<file path="config.mk">
export PLATFORM = sky130hd
export DESIGN_NAME = image_mem_writer
export DESIGN_NICKNAME = d
export VERILOG_FILES = /design/src/rtl/image_mem_writer.sv
export SDC_FILE = /design/constraint.sdc
export NUM_CORES = 1
export LEC_CHECK = 0
export ABC_AREA = 1
export CORE_MARGIN = 8
export CORE_UTILIZATION = 40
export CTS_BUF_LIST = sky130_fd_sc_hd__clkbuf_2 sky130_fd_sc_hd__clkbuf_4 sky130_fd_sc_hd__clkbuf_8
export CTS_CLUSTER_DIAMETER = 150
export CTS_CLUSTER_SIZE = 24
export DETAILED_ROUTE_END_ITERATION = 6
export PLACE_DENSITY = 0.65
export SLEW_MARGIN = 10
export SYNTH_ARGS = -nofsm -noshare
export SYNTH_HDL_FRONTEND = slang
export SYNTH_SLANG_ARGS = --single-unit
</file>
<file path="constraint.sdc">
create_clock -name clk -period 3.2 [get_ports clk]
set_clock_uncertainty 0.1 [all_clocks]
set_input_delay 0.32 -clock clk [delete_from_list [all_inputs] [get_ports clk]]
set_output_delay 0.32 -clock clk [all_outputs]
set_load 0.02 [all_outputs]
</file>
<file path="src/rtl/image_mem_writer.sv">
// Packs a stream of pixels MSB-first into memory words and writes them to
// consecutive addresses from 0. A fill ends after the last address or after s_last.
module image_mem_writer #(
  parameter int ADDR_WIDTH = 4,
  parameter int DATA_WIDTH = 16,
  parameter int PIX_WIDTH  = 1
) (
  input  logic                  clk,
  input  logic                  rst,
  input  logic                  start,
  input  logic                  s_valid,
  output logic                  s_ready,
  input  logic [PIX_WIDTH-1:0]  s_pixel,
  input  logic                  s_last,
  output logic                  wea,
  output logic [ADDR_WIDTH-1:0] addra,
  output logic [DATA_WIDTH-1:0] dina,
  output logic                  busy,
  output logic                  done,
  output logic [ADDR_WIDTH:0]   words_written
);

  localparam int PPW   = DATA_WIDTH / PIX_WIDTH;
  localparam int CNT_W = (PPW > 1) ? $clog2(PPW) : 1;
  localparam logic [CNT_W-1:0]      CNT_LAST  = CNT_W'(PPW - 1);
  localparam logic [ADDR_WIDTH-1:0] LAST_ADDR = '1;

  typedef enum logic [1:0] {
    IDLE = 2'd0,
    FILL = 2'd1,
    DONE = 2'd2
  } state_t;

  state_t                state_q, state_d;
  logic [ADDR_WIDTH-1:0] ptr_q, ptr_d;
  logic [CNT_W-1:0]      cnt_q, cnt_d;
  logic [DATA_WIDTH-1:0] pack_q, pack_d;
  logic [ADDR_WIDTH:0]   words_q, words_d;
  logic                  wea_q, wea_d;
  logic [ADDR_WIDTH-1:0] addra_q, addra_d;
  logic [DATA_WIDTH-1:0] dina_q, dina_d;
  logic [DATA_WIDTH-1:0] word_s;
  logic                  accept_s;

  assign accept_s      = s_valid && (state_q == FILL);
  assign s_ready       = (state_q == FILL);
  assign busy          = (state_q == FILL);
  assign done          = (state_q == DONE);
  assign wea           = wea_q;
  assign addra         = addra_q;
  assign dina          = dina_q;
  assign words_written = words_q;

  // Pack word including the incoming pixel; slot 0 is the most significant.
  always_comb begin
    word_s = pack_q;
    for (int i = 0; i < PPW; i++) begin
      word_s[DATA_WIDTH-1-i*PIX_WIDTH -: PIX_WIDTH] =
        (cnt_q == CNT_W'(i)) ? s_pixel : pack_q[DATA_WIDTH-1-i*PIX_WIDTH -: PIX_WIDTH];
    end
  end

  // Next-state, packing and write-issue logic.
  always_comb begin
    state_d = state_q;
    ptr_d   = ptr_q;
    cnt_d   = cnt_q;
    pack_d  = pack_q;
    words_d = words_q;
    wea_d   = 1'b0;
    addra_d = addra_q;
    dina_d  = dina_q;
    case (state_q)
      IDLE, DONE: begin
        if (start) begin
          state_d = FILL;
          ptr_d   = '0;
          cnt_d   = '0;
          pack_d  = '0;
          words_d = '0;
        end else begin
          state_d = state_q;
        end
      end
      FILL: begin
        if (accept_s) begin
          if ((cnt_q == CNT_LAST) || s_last) begin
            // Word complete: issue the write and free the pack register at once.
            wea_d   = 1'b1;
            addra_d = ptr_q;
            dina_d  = word_s;
            pack_d  = '0;
            cnt_d   = '0;
            words_d = words_q + (ADDR_WIDTH+1)'(1);
            if ((ptr_q == LAST_ADDR) || s_last) begin
              state_d = DONE;
            end else begin
              state_d = FILL;
            end
            ptr_d = (ptr_q == LAST_ADDR) ? ptr_q : ptr_q + ADDR_WIDTH'(1);
          end else begin
            pack_d = word_s;
            cnt_d  = cnt_q + CNT_W'(1);
          end
        end else begin
          state_d = FILL;
        end
      end
      default: state_d = IDLE;
    endcase
  end

  // State and output registers.
  always_ff @(posedge clk or posedge rst) begin
    if (rst) begin
      state_q <= IDLE;
      ptr_q   <= '0;
      cnt_q   <= '0;
      pack_q  <= '0;
      words_q <= '0;
      wea_q   <= 1'b0;
      addra_q <= '0;
      dina_q  <= '0;
    end else begin
      state_q <= state_d;
      ptr_q   <= ptr_d;
      cnt_q   <= cnt_d;
      pack_q  <= pack_d;
      words_q <= words_d;
      wea_q   <= wea_d;
      addra_q <= addra_d;
      dina_q  <= dina_d;
    end
  end

endmodule

</file>
==> metrics.md <==
| Metric | Value |
|---|---|
| Die height | 96.62 µm |
| Status | finished clean |
| Leakage | 1.541 nW |
| H-tree levels | 2 |
| Gate power share | 40.0% |
| Initial antenna violation count | 0 |
| Starting DRT DRC Count | about 110 |
| Final Setup Violations | 0 |
| TritonCTS clock tree | built |
| Sw power | 905.9 µW |
| Synthesis-stage register bit count | 52 |
| Remaining antenna violation count | 0 |
| Area grow syn2layout | 17.52% |
| IO buf count | 34 |
| Worst EP required | 2.78 ns |
| I/O pin count | 35 |
| Seq pwr share | 41.9% |
| Startpoint Class | register |
| HP Class | input port to asynchronous set/reset pin |
| Most frequent cells in the layout | 161 x nand2_1, 52 x dfrtp_1, 34 x clkdlybuf4s50_1 |
| Clk buf depth | 2 |
| WP depth | 3 |
| Crit-path slowest cell | clkdlybuf4s50_1 |
| Core Area | between 6000 and 7000 µm² |
| Final core occ | between 40% and 50% |
| Via density | 4.817 |
| Post-CTS Hold Fix Bufs | 0 |
| DP HPWL | between 3000 and 4000 µm |
| CP top delay family | buffers and inverters |
| Starting Density | between 40% and 50% |
| Worst Tran Pin Value | 0.5230 ns |
| Fin area | 3055 µm² |
| ANT cells | 0 |
| XOR/XNOR Fraction of Synth Area | 0.3369% |
| Initial DRT Pass Iterations | 4 |
| Fin crit share | between 60% and 70% |
| Fmax | 0.4661 GHz |
| Max-slew violations | 0 |
| Final setup margin | 1.055 ns |
| Largest net degree at the start of global routing | 32 |
| First-pass GRT wire length | 9991 µm |
| Warnings from Yosys | 0 |
| Routed WL | 5540 µm |
| Synthesized area | between 2000 and 3000 µm² |
| Dpl cells | around 430 |
| Drt drc | 0 |
| Buf/Inv on CP | 2 |
| Final TNS setup | 0 ns |
| CTS root buffer | clkbuf_8 |
| Setup Buffers After CTS | 0 |
| Largest stage delay, worst path | 0.64 ns |
| Slew HR | 65.05% |
| Synth unique cells | 24 |
| Post-Synthesis Cells | 327 |
| Synthesized-area fraction occupied by adder cells | 2.887% |
| Hold WS | between 0.2 and 0.25 ns |
| Place WS | between 1 and 1.5 ns |
| Int Power | 1.279 mW |
| CP Max Fanout | 9 |
| Final hold vios | 0 |
| Placer congestion estimate | 0.8016 |
| Cell breakdown of the critical path | inv_2 > nor2_8 > clkdlybuf4s50_1 |
| Post-synthesis simple-gate area fraction | between 30 and 40% |
| Number of max-cap violations | 0 |
| Power per Cell Area | 715.2 nW/µm² |
| Sw Share | 41.45% |
| Final min period | 2.145 ns |
| GR Util All Layers | 12.47% |
| Grt total ovfl | 0 |
| Total Nets Final | 370 |
| Most common cell after layout, fill and taps aside | nand2_1 |
| Largest family of logic cells by synthesized area | simple AND/OR/NAND/NOR gates |
| # resized after CTS | 0 |
| FP Rows | 29 |
| R2r worst-path depth | 7 |
| Non-Filler Instances | between 400 and 500 |
| Clock network power share | 18.1% |
| Max IR drop VDD | around 0.34 mV |
| Clock buffer count from CTS | 5 |
| Clk sinks | 52 |
| Post-placement cell area | 2958 µm² |
| Reg clk slew, reported paths | about 0.1 ns |
| Crit. End Element | primary output |
| Clock Latency Late Sink | 0.31 ns |
| Vias | between 2000 and 2500 |
| CP Class | register to primary output |
| Drt wl/cell | 12.71 µm |
| CP arrival | about 1.7 ns |
| RSZ-0062 raised after global routing | no |
| Synth Area in Compound Gates | about 5.7% |
| Vias in the first global route | 2141 |
| Total power | 2.185 mW |
| Syn_area_per_cell | 7.951 µm² |
| Post-Syn Nets | 339 |
| DIE WIDTH | 96.62 µm |
| Mux cell area share after synthesis | 0% |
| Post-synthesis sequential area ratio | 50.05% |
| Share of cells above drive strength 1 | 6.964% |
| DIE AREA | 9335 µm² |
state kept, by name, indices dropped and copies added (netlist names):
signal and count:
addra 4, pack_q 16, dina 16, state_q 2, words_written 5, wea 1
cnt_q 4, ptr_q 4
power by group through the flow:
stage,clock (mW),combinational [mW],sequential [mW]
floorplan,0,0.546,0.976
global placement,0,0.869,0.924
detailed placement,0,0.877,0.928
CTS,0.408,0.883,0.915
global route,0.429,0.977,0.940
finish,0.395,0.874,0.916
worst register-to-register path, cell delays in order, from the launching register on:
cell and delay, ns:
dfrtp_1 0.43, ha_1 0.30, nand3_2 0.17, nand2_2 0.15, nand2_4 0.18, inv_2 0.35, nand3_1 0.12, nand2_1 0.09
Yosys cell counts:
cell / number / share of area (%)
nand2_1: 161 / 23
nor2_8: 1 / 0.77
o21ai_1: 2 / 0.39
inv_1: 15 / 2.2
buf_2: 3 / 0.58
nand3_1: 19 / 3.7
o21ai_0: 23 / 4.4
clkbuf_1: 1 / 0.14
buf_4: 3 / 0.87
ha_1: 6 / 2.9
o21bai_1: 1 / 0.29
dfrtp_1: 52 / 50
nor2_1: 15 / 2.2
nand2_2: 1 / 0.24
a21oi_1: 3 / 0.58
nand4_1: 3 / 0.72
xnor2_1: 1 / 0.34
nand2_4: 3 / 1.3
inv_6: 1 / 0.34
nand3_2: 2 / 0.77
inv_2: 4 / 0.58
nor2_4: 1 / 0.43
nand3_4: 2 / 1.3
buf_6: 4 / 1.7
cells by family (layout without fill, tap and decap cells):
logic type	Yosys count	count (layout)
AND/OR/NAND/NOR	208	208
adder cells (fa/ha/maj)	6	6
AO/OA/AOI/OAI	29	29
flip-flops	52	52
buffers and inverters	31	63
XOR/XNOR	1	1
final cells by class:
type	instances	area, µm²
fill	640	3258
sequential	52	1301
multi-input combinational	244	1132
timing repair buffer	35	347.8
tap	77	96.34
clock buffer	6	82.58
inverter	20	80.08
clock inverter	2	15.01
routing by layer:
layer	wire length, µm	global-route usage, %	vias up	part of all wire [%]
met5	0	0	-	0
met4	75	5.562	0	1.4
met3	202	2.418	6	3.6
met2	2574	20.68	32	46
met1	2688	15.24	971	49
li1	-	-	1091	-
worst paths after layout:
path	from	endpoint	slack, ns
max	state_q[0]$_DFFE_PP0P_	s_ready	1.05
min reg2reg	pack_q[13]$_DFFE_PP0P_	pack_q[13]$_DFFE_PP0P_	0.39
max reg2reg	cnt_q[0]$_DFFE_PP0P_	ptr_q[0]$_DFFE_PP0P_	1.25
min in group clk	pack_q[13]$_DFFE_PP0P_	pack_q[13]$_DFFE_PP0P_	0.39
max in group asynchronous	rst	pack_q[14]$_DFFE_PP0P_	1.99
min	rst	dina[2]$_DFFE_PP0P_	0.23
(Power assumes the default switching activity.)
